--- src/rtl/snake_colour_engine.sv ---
// snake_colour_engine: two-stage pixel colour pipeline (classify, then colour) for the snake VGA game.
// Optional feature: define COLOUR_PAL_WR_EN to make the palette writable through pal_wr_*.
module snake_colour_engine #(
    parameter int COLOUR_W     = 4,
    parameter int H_ACTIVE     = 640,
    parameter int V_ACTIVE     = 480,
    parameter int H_W          = 10,
    parameter int V_W          = 9,
    parameter int CELL_SHIFT   = 2,
    parameter int OBJ_W        = 3,
    parameter int BLINK_FRAMES = 30
) (
    input  logic                                           clk,
    input  logic                                           rst_n,
    input  logic [1:0]                                     msm_state,
    input  logic [(H_W-CELL_SHIFT)+(V_W-CELL_SHIFT)-1:0]   target_addr,
    input  logic [OBJ_W-1:0]                               object,
    input  logic [H_W-1:0]                                 addrh,
    input  logic [V_W-1:0]                                 addrv,
    input  logic                                           pal_wr_en,
    input  logic [OBJ_W-1:0]                               pal_wr_idx,
    input  logic [3*COLOUR_W-1:0]                          pal_wr_data,
    output logic [3*COLOUR_W-1:0]                          colour_out,
    output logic                                           colour_valid
);
    localparam int HC_W  = H_W - CELL_SHIFT;
    localparam int VC_W  = V_W - CELL_SHIFT;
    localparam int CW3   = 3 * COLOUR_W;
    localparam int PAL_N = 2 ** OBJ_W;
    localparam int BC_W  = (BLINK_FRAMES > 1) ? $clog2(BLINK_FRAMES) : 1;

    localparam logic [COLOUR_W-1:0] CMAX    = '1;
    localparam logic [COLOUR_W-1:0] CZERO   = '0;
    localparam logic [CW3-1:0]      RED     = {CMAX, CZERO, CZERO};
    localparam logic [H_W-1:0]      H_LAST  = H_W'(H_ACTIVE - 1);
    localparam logic [V_W-1:0]      V_LAST  = V_W'(V_ACTIVE - 1);
    localparam logic [BC_W-1:0]     BC_LAST = BC_W'(BLINK_FRAMES - 1);

    typedef enum logic [1:0] {ST_IDLE = 2'b00, ST_PLAY = 2'b01, ST_WIN = 2'b10, ST_FAIL = 2'b11} msm_e;
    typedef enum logic {PH_ON = 1'b0, PH_OFF = 1'b1} phase_e;

    function automatic logic [CW3-1:0] palDefault(input int idx);
        case (idx)
            1:       palDefault = {CZERO, CMAX, CZERO};
            2:       palDefault = {CZERO, CMAX, CMAX};
            3:       palDefault = {CMAX, CZERO, CMAX};
            4:       palDefault = {CMAX, CMAX, CMAX};
            default: palDefault = '0;
        endcase
    endfunction

    logic           frameTick;
    logic           active_d, hit_d;
    logic [7:0]     g_d;
    logic           active_q, hit_q;
    logic [7:0]     g_q;
    logic [OBJ_W-1:0] obj_q;
    msm_e           msm_q;
    logic [15:0]    frameCnt_q;
    logic [BC_W-1:0] blinkCnt_q;
    phase_e         phase_q;
    logic [CW3-1:0] palRead;
    logic [CW3-1:0] colour_d;
    logic [7:0]     gGreen, gBlue;

    assign frameTick = (addrh == H_LAST) && (addrv == V_LAST);
    assign active_d  = ({1'b0, addrh} < (H_W+1)'(H_ACTIVE)) && ({1'b0, addrv} < (V_W+1)'(V_ACTIVE));
    assign hit_d     = (addrh[H_W-1:CELL_SHIFT] == target_addr[HC_W+VC_W-1:VC_W]) &&
                       (addrv[V_W-1:CELL_SHIFT] == target_addr[VC_W-1:0]);
    assign g_d       = frameCnt_q[15:8] + addrh[7:0] + addrv[7:0];

    always_ff @(posedge clk or negedge rst_n) begin
        if (!rst_n) begin
            active_q   <= 1'b0;
            hit_q      <= 1'b0;
            g_q        <= '0;
            obj_q      <= '0;
            msm_q      <= ST_IDLE;
            frameCnt_q <= '0;
        end else begin
            active_q <= active_d;
            hit_q    <= hit_d;
            g_q      <= g_d;
            obj_q    <= object;
            msm_q    <= msm_e'(msm_state);
            if (frameTick)
                frameCnt_q <= frameCnt_q + 16'd1;
        end
    end

    // Leaving FAIL always wins over a coincident frame tick, so each FAIL entry starts red.
    always_ff @(posedge clk or negedge rst_n) begin
        if (!rst_n) begin
            phase_q    <= PH_ON;
            blinkCnt_q <= '0;
        end else if (msm_state != ST_FAIL) begin
            phase_q    <= PH_ON;
            blinkCnt_q <= '0;
        end else if (frameTick) begin
            if (blinkCnt_q == BC_LAST) begin
                blinkCnt_q <= '0;
                phase_q    <= (phase_q == PH_ON) ? PH_OFF : PH_ON;
            end else begin
                blinkCnt_q <= blinkCnt_q + BC_W'(1);
            end
        end
    end

`ifdef COLOUR_PAL_WR_EN
    logic [CW3-1:0] pal_q [PAL_N];

    always_ff @(posedge clk or negedge rst_n) begin
        if (!rst_n) begin
            for (int i = 0; i < PAL_N; i++)
                pal_q[i] <= palDefault(i);
        end else if (pal_wr_en) begin
            pal_q[pal_wr_idx] <= pal_wr_data;
        end
    end

    assign palRead = pal_q[obj_q];
`else
    logic unused_palWr;
    assign unused_palWr = ^{pal_wr_en, pal_wr_idx, pal_wr_data};
    assign palRead      = palDefault(int'(obj_q));
`endif

    always_comb begin
        gGreen   = g_q + 8'd85;
        gBlue    = g_q + 8'd170;
        colour_d = '0;
        if (active_q) begin
            case (msm_q)
                ST_IDLE: colour_d = {CZERO, CMAX, CZERO};
                ST_PLAY: colour_d = hit_q ? RED : palRead;
                ST_WIN:  colour_d = {g_q[7-:COLOUR_W], gGreen[7-:COLOUR_W], gBlue[7-:COLOUR_W]};
                ST_FAIL: colour_d = (phase_q == PH_ON) ? RED : '0;
                default: colour_d = '0;
            endcase
        end
    end

    always_ff @(posedge clk or negedge rst_n) begin
        if (!rst_n) begin
            colour_out   <= '0;
            colour_valid <= 1'b0;
        end else begin
            colour_out   <= colour_d;
            colour_valid <= active_q;
        end
    end

endmodule

--- config.mk ---
export PLATFORM = sky130hd
export DESIGN_NAME = snake_colour_engine
export DESIGN_NICKNAME = d
export VERILOG_FILES = /design/src/rtl/snake_colour_engine.sv
export SDC_FILE = /design/constraint.sdc
export NUM_CORES = 1
export LEC_CHECK = 0
export ABC_AREA = 1
export CORE_MARGIN = 4
export CORE_UTILIZATION = 44
export DETAILED_ROUTE_END_ITERATION = 8
export GPL_ROUTABILITY_DRIVEN = 0
export PLACE_DENSITY = 0.71
export SETUP_SLACK_MARGIN = 0.02
export SLEW_MARGIN = 20
export SYNTH_ARGS = -nofsm -noshare
export SYNTH_HDL_FRONTEND = slang
export SYNTH_SLANG_ARGS = --single-unit
export TNS_END_PERCENT = 50
--- constraint.sdc ---
create_clock -name clk -period 5.5 [get_ports clk]
set_input_delay 0.55 -clock clk [delete_from_list [all_inputs] [get_ports clk]]
set_output_delay 0.55 -clock clk [all_outputs]
set_load 0.03 [all_outputs]
; ---- Word level (Yosys, flattened, before mapping)
; Index checks and enable logic that the tools add are counted.
[totals]
output_inout_bits = 13
regBits = 50
inputBits = 57
wordCells = 50
[op_classes]
n_eq_ne = 13
mux = 12
n_reduce_logical = 7
order_cmp = 2
add_sub_neg = 6
[ops]
columns = cell, n
row1 = 12-bit case mux with 4 select lines, 2
row2 = 12-bit 2-to-1 mux, 3
row3 = 16-bit by 1-bit adder with 16-bit output (second input constant), 1
row4 = 8-bit adder, 2
row5 = 5-bit 2-to-1 mux, 3
row6 = 10-bit == test (second input constant), 1
row7 = 10-bit less-than comparator (second input constant), 1
row8 = 9-bit == test (second input constant), 1
row9 = 9-bit less-than comparator (second input constant), 1
row10 = 8-bit by 7-bit adder with 8-bit output (second input constant), 1
row11 = 8-bit adder (second input constant), 1
row12 = 8-bit == test, 1
row13 = 7-bit == test, 1
row14 = 3-bit by 2-bit == test with 1-bit output (second input constant), 2
row15 = 5-bit by 1-bit adder with 5-bit output (second input constant), 1
row16 = 5-bit == test (second input constant), 1
row17 = 2-bit == test (second input constant), 2
row18 = 1-bit 2-to-1 mux, 4
row19 = 2-bit nonzero test, 2
row20 = 3-bit by 1-bit == test with 1-bit output (second input constant), 1
row21 = 3-bit == test (second input constant), 1
row22 = 1-bit logical AND, 3
row23 = 2-bit by 1-bit == test with 1-bit output (second input constant), 1
row24 = 2-bit logical NOT, 1
row25 = other kinds (2), 2

; ---- Depth between registers and ports, before layout
; Gate-level depths: netlist of the first run.
[depth]
word_depth = 5
depth_mapped = 9
ltp_nobuf = 9

; ---- Least setup slack after synthesis of the first run
; No wires, ideal clock.
[synth_timing]
kind = in2reg
startpoint = input addrh[1]
endpoint = register g_q[7]
path_slack_ps = 3375
arrival_time_ps = 1995
required_ps = 5370
path_buffers = 0
setup_ps = 130
cell_stages = 6
path_cell_list = fa_1 > ha_1 > fa_1 > nand4_1 > o211ai_1 > xor2_1
[synth_via]
elab_chain_len = 2
[synth_rtl]
columns = item, line_no
row1 = "start, declared", 18  ; input logic [H_W-1:0] addrh,
row2 = 8-bit adder (2 in a row), 70  ; assign g_d = frameCnt_q[15:8] + addrh[7:0] + addrv[7:0];
row3 = named net g_d[7], 54  ; logic [7:0] g_d;
row4 = "end signal, assigned", 83  ; g_q <= g_d;
row5 = "end, declared", 56  ; logic [7:0] g_q;
; The timed path passes the listed nets, and every way through them passes these cells.
; A chain may end at the register's enable or synchronous reset.

; ---- Final worst setup path of the first run
; Ends and elaborated chain as after synthesis.

==> impl_metrics.ini, run 1 <==
[sta]
setup-tns-final_ns = 0
worst_hold_slack_ns = 0.2396
slew_headroom_pct = 58.91
slew_violations = 0
finalSetupViolCount = 0
timing.fmax_mhz = 412.8
grt_setup_unrepaired = false
worst_pin_slew_ns = 0.6164
timing.final.crit_share_pct = 44.04
clock_skew_ns = 0.002785
hold_viol = 0
min_period_ns = 2.422

[synthesis]
syn-num-nets = 464
synth.distinct_cells = 30
yosys_warnings = 0
synth_cells = 390
syn_area_mm2 = 0.003120
post_synth.cell_area_avg_um2 = 8.001
seq_area_frac_synth_pct = 40.10
ys_seq_elements = 50

[placement]
placed_area_mm2 = 0.003755
placed_cells = 538
io_buffers = 53
hpwlAfterDp_um = 5623

[floorplan]
die-height_um = 92.22
row_count = 30
io_pins = 70
start_util_pct = 45.68
die_x_um = 92.22
fp.coreArea_mm2 = 0.006832
die_area_mm2 = 0.008504

[detailed_routing]
vias = 2688
drtIter0Drc = 106
wl_per_cell_um = 12.90
drc = 0
met3_length_um = 365
wirelength_um = 7042
met1Wirelength_um = 2973
via_per_inst = 4.923
dr_wl_met2_um = 3573
top_layer = met4
ant_nets = 0
first_pass_iters = 4

[layout]
nets = 523
design_area_mm2 = 0.003879
stdcell_count = 546
most-common-layout-cells = 110 x nand2_1, 52 x clkdlybuf4s50_1, 50 x dfrtp_1, 42 x inv_1, 41 x nor2_1
antennaDiodeCount = 0
drive_gt1_share_pct = 3.556
syn_to_final_growth_pct = 24.30
fillers = 663
layout_commonest_cell = nand2_1

[clock_network]
cts_max_level = 2
post-cts-setup-buffers = 0
clk_latency_ns = 0.31
cts_root_buf = clkbuf_8
cts-resized-gates = 0
cts_buffers = 5
clk_path_buf_depth = 2
clk_pin_slew_ns = 0.09
ctsHoldBuffers = 0
tritoncts = yes
cts.sinks = 50

[run]
cap_violations = 0

[global_route]
grt_remaining_overflow = 0
grt_usage_pct = 17.48
antenna_found_initial = 0
grt_pass1_wl_um = 11630
grt_max_degree = 51
grt_pass1_vias = 2504

[worst_setup_path]
path_class = in -> reg
arrival_ns = 2.61
end_kind = register
path_max_fanout = 3
crit_required_ns = 5.69
cp-start-kind = input pin

[hold_path]
worst_hold_path_type = in -> async

[pwr]
p_per_area_mw_per_mm2 = 236.4
p_total_w = 0.0009171
p_leak_nw = 1.840
peakVddDrop_mv = 0.1023

[outcome]
outcome = finished clean
[critical path, cell delays in order]
cell	delay (ns)
clkdlybuf4s50_1	0.49
fa_1	0.51
ha_1	0.25
fa_1	0.43
nand4_1	0.12
o211ai_1	0.10
xor2_1	0.15
[cell families (layout without fill, tap and decap cells)]
| group | count (synthesis) | after routing | share of synthesized area (%) |
|---|---|---|---|
| AO/OA/AOI/OAI | 30 | 30 | 5.533 |
| flip-flops | 50 | 50 | 40.10 |
| buffers and inverters | 47 | 107 | 5.894 |
| adder cells (fa/ha/maj) | 17 | 17 | 8.741 |
| XOR/XNOR | 38 | 38 | 11.15 |
| AND/OR/NAND/NOR | 208 | 208 | 28.59 |
[final timing paths]
check                      slack [ns]  cells after the start          start             to
max                              3.08                      7       addrh[1]         g_q[7]
min                              0.24                      1          rst_n  colour_out[5]
min reg2reg                      0.44                      0       active_q   colour_valid
min in group clk                 0.44                      0       active_q   colour_valid
max in group asynchronous        4.84                      1          rst_n  frameCnt_q[1]
max reg2reg                      3.32                      6  frameCnt_q[9]         g_q[7]
[registers in the layout, indices dropped and copies added (netlist names)]
| signal | flops |
|---|---|
| active_q | 1 |
| hit_q | 1 |
| blinkCnt_q | 5 |
| phase_q | 1 |
| obj_q | 3 |
| colour_out | 12 |
| g_q | 8 |
| frameCnt_q | 16 |
| msm_q | 2 |
| colour_valid | 1 |
[layer usage]
metal / up-vias / GRT usage (%)
li1: 1357 / -
met5: - / 0
met1: 1236 / 21.25
met4: 0 / 5.693
met3: 17 / 3.856
met2: 78 / 30.66
[per-stage QoR]
| stage | worst slack [ns] | utilization (%) |
|---|---|---|
| after floorplan | 3.375 | - |
| after global placement | 2.760 | 54.96 |
| after detailed placement | 2.736 | 54.96 |
| after CTS | 3.067 | 56.74 |
| after global routing | 3.017 | 56.78 |
| final | 3.078 | 56.78 |
[where the power goes]
| group | internal (W) | total (W) | leakage (nW) | switching [W] |
|---|---|---|---|---|
| Clock | 0.000150 | 0.000274 | 0.0618 | 0.000125 |
| Sequential | 0.000395 | 0.000416 | 0.637 | 0.0000215 |
| Combinational | 0.0000976 | 0.000226 | 1.14 | 0.000129 |
[Yosys cell counts (all sizes together)]
cell,instances,area share [%]
dfrtp,50,40
nand4,11,2.2
nand2,112,14
nand3b,2,0.48
and2,1,0.20
o211ai,1,0.24
o21ai,9,1.4
buf,1,0.36
or2,1,0.20
nand3,33,5.5
a21oi,10,1.6
o21bai,1,0.24
clkinv,4,0.48
a21boi,1,0.24
inv,42,5.1
xnor2,19,5.6
nor2,42,5.3
nor3,6,0.96
fa,8,5.1
ha,9,3.6
a31oi,5,1.0
a21o,2,0.48
xor2,19,5.6
a32oi,1,0.28
[area by class of cell]
class | count | area [µm²] | share of cell area [%]
clock inverter | 2 | 38.79 | 1.000
tap | 96 | 120.1 | 3.097
multi-input combinational | 293 | 1685 | 43.45
inverter | 46 | 172.7 | 4.452
clock buffer | 6 | 82.58 | 2.129
timing repair buffer | 53 | 528.0 | 13.61
sequential | 50 | 1251 | 32.26
Note: power is estimated with default switching activity, not from simulation.
==> run 2, diff against run 1 <==
Settings changed: PLACE_DENSITY 0.71 to 0.74.
Clock period 5.5 ns to 2.09 ns, I/O delays scaled along.
==> run 2 against run 1 <==
Critical endpoint unchanged; combinational power increased to 2.9 times the previous value; clock-buffer cell count is 1 lower; worst hold slack improved by 0.095 ns; setup slack lost 3.0 ns; die area stayed put; highest routed layer unchanged; clock power increased by 110%; sequential power grew to 2.6 times the previous value; register-to-register slack lost 3.2 ns; sequential share of layout area is 1.7 points lower; final cell count up 5.5%.
==> impl_metrics.ini, run 2 (synthesis results as in run 1) <==
[clock_network]
cts_buffers = 5
clk_pin_slew_ns = 0.10
cts_max_level = 2
post-cts-setup-buffers = 0
tritoncts = yes
cts_root_buf = clkbuf_8
clk_latency_ns = 0.30
cts.sinks = 50
clk_path_buf_depth = 2

[detailed_routing]
via_per_inst = 5.042
drtIter0Drc = 184
dr_wl_met2_um = 3883
met3_length_um = 391
wl_per_cell_um = 13.09
ant_nets = 0
met1Wirelength_um = 3003
drc = 0
vias = 2904
top_layer = met4
wirelength_um = 7537
first_pass_iters = 5

[global_route]
grt_pass1_wl_um = 12690
grt_max_degree = 28
antenna_found_initial = 0
grt_pass1_vias = 2917
grt_usage_pct = 18.66
grt_remaining_overflow = 0

[outcome]
outcome = finished clean

[worst_setup_path]
arrival_ns = 2.16
path_class = reg -> reg
rr_worst_depth = 6
critPathTopFamily = adder cells
cp-start-kind = register
crit_required_ns = 2.27
worst_r2r_endpoint = g_q[7]
r2r-start = frameCnt_q[9]
path_cells = fa_1, ha_1, fa_2, nand4_1, o211ai_1, xor2_1
cp_slowest_cell = fa_1
end_kind = register
r2r_slack_ns = 0.11
path_max_fanout = 3
crit_buf_inv = 0
critPathMaxStageDelay_ns = 0.47

[pwr]
pwr-share-comb_pct = 28.1
p_total_w = 0.002337
peakVddDrop_mv = 0.2783
p_leak_nw = 1.967
p_sw_w = 0.0007546
pwr-share-seq_pct = 47.1
power.clock.fraction_pct = 24.8
swShare_pct = 32.29
intPower_w = 0.001582
p_per_area_mw_per_mm2 = 571.4

[floorplan]
die_x_um = 92.22
start_util_pct = 45.68
die_area_mm2 = 0.008504
io_pins = 70
fp.coreArea_mm2 = 0.006832
row_count = 30
die-height_um = 92.22

[sta]
timing.final.crit_share_pct = 94.55
clock_skew_ns = 0.01016
setup-tns-final_ns = 0
timing.fmax_mhz = 506.0
hold_viol = 0
finalSetupViolCount = 0
slew_violations = 0
slew_headroom_pct = 63.41
grt_setup_unrepaired = false
worst_pin_slew_ns = 0.5488
min_period_ns = 1.976

[hold_path]
whs_path_depth = 1
worst_hold_path_type = in -> reg
min_to = obj_q[2]
min-delay-start = object[2]

[layout]
nets = 553
largest_reg_flops = 16
drive_gt1_share_pct = 9.583
syn_to_final_growth_pct = 31.07
layout_commonest_cell = nand2_1
antennaDiodeCount = 0
top_regs = frameCnt_q (16), colour_out (12), g_q (8)
most-common-layout-cells = 110 x nand2_1, 52 x clkdlybuf4s50_1, 50 x dfrtp_1, 42 x inv_1, 41 x nor2_1
largest_register = frameCnt_q
fillers = 613
design_area_mm2 = 0.004090

[placement]
placed_area_mm2 = 0.003985
io_buffers = 53
hpwlAfterDp_um = 6250

[run]
cap_violations = 0
[run 2: cell types whose count changed in the layout (fill, tap and decap cells not counted), sizes merged]
cell	delta
clkinvlp	+2
clkbuf	-1
dlygate4sd3	+1
buf	+29
bufinv	-1
[run 2: cell type report]
cell class	count	area [µm²]	share of cell area, %
Multi-Input combinational cell	293	1688	41.27
Tap cell	96	120.1	2.937
Sequential cell	50	1251	30.59
Inverter	46	172.7	4.221
Timing Repair Buffer	83	765.7	18.72
Clock buffer	5	68.82	1.682
Clock inverter	3	23.77	0.5812
[run 2: through the flow]
step	worst slack [ns]	instances	hold slack (ns)	utilization, %
floorplan	0.1347	390	-0.08659	-
global placement	-0.2126	567	0.2181	58.33
detailed placement	-0.2307	567	0.2237	58.33
CTS	0.07374	576	0.3319	59.84
global route	0.04047	576	0.3232	59.87
finish	0.1138	576	0.3342	59.87
[run 2: repair_timing]
| item | in CTS | in global routing |
|---|---|---|
| hold buffers | 1 | 0 |
| setup endpoints to repair | 0 | 2 |
| hold endpoints to repair | 23 | 0 |
| gates resized for setup | 0 | 1 |
[run 2: worst reg2reg max path: cells and delay by family, from the launching register on]
kind | cells | cell delay [ns]
and+or+nand+nor | 1 | 0.10
xor gates and xnor gates | 1 | 0.15
adders and majority gates | 3 | 1.08
AOI/OAI and AO/OA | 1 | 0.11
DFF | 1 | 0.42
[run 2: worst max path at each step]
stage / start / endpoint / slack [ns] / cells past startpoint
finish: frameCnt_q[9] / g_q[7] / 0.11 / 6
detailed placement: addrh[1] / g_q[7] / -0.23 / 7
global placement: addrh[1] / g_q[7] / -0.21 / 7
floorplan: frameCnt_q[9] / g_q[7] / 0.13 / 6
CTS: frameCnt_q[9] / g_q[7] / 0.07 / 6
global route: frameCnt_q[9] / g_q[7] / 0.04 / 6
[run 2: power groups by stage]
stage | clock network (W) | registers [W] | logic (W)
after floorplan | 0 | 0.00116 | 0.000293
after global placement | 0 | 0.00111 | 0.000639
after detailed placement | 0 | 0.00112 | 0.000652
after CTS | 0.000591 | 0.00110 | 0.000657
after global routing | 0.000647 | 0.00111 | 0.000731
final | 0.000578 | 0.00110 | 0.000657
[run 2: per-layer routing]
| layer | up-vias | GRT usage, % |
|---|---|---|
| li1 | 1423 | - |
| met1 | 1354 | 21.34 |
| met2 | 105 | 34.37 |
| met3 | 22 | 3.445 |
| met4 | 0 | 6.931 |
| met5 | - | 0 |
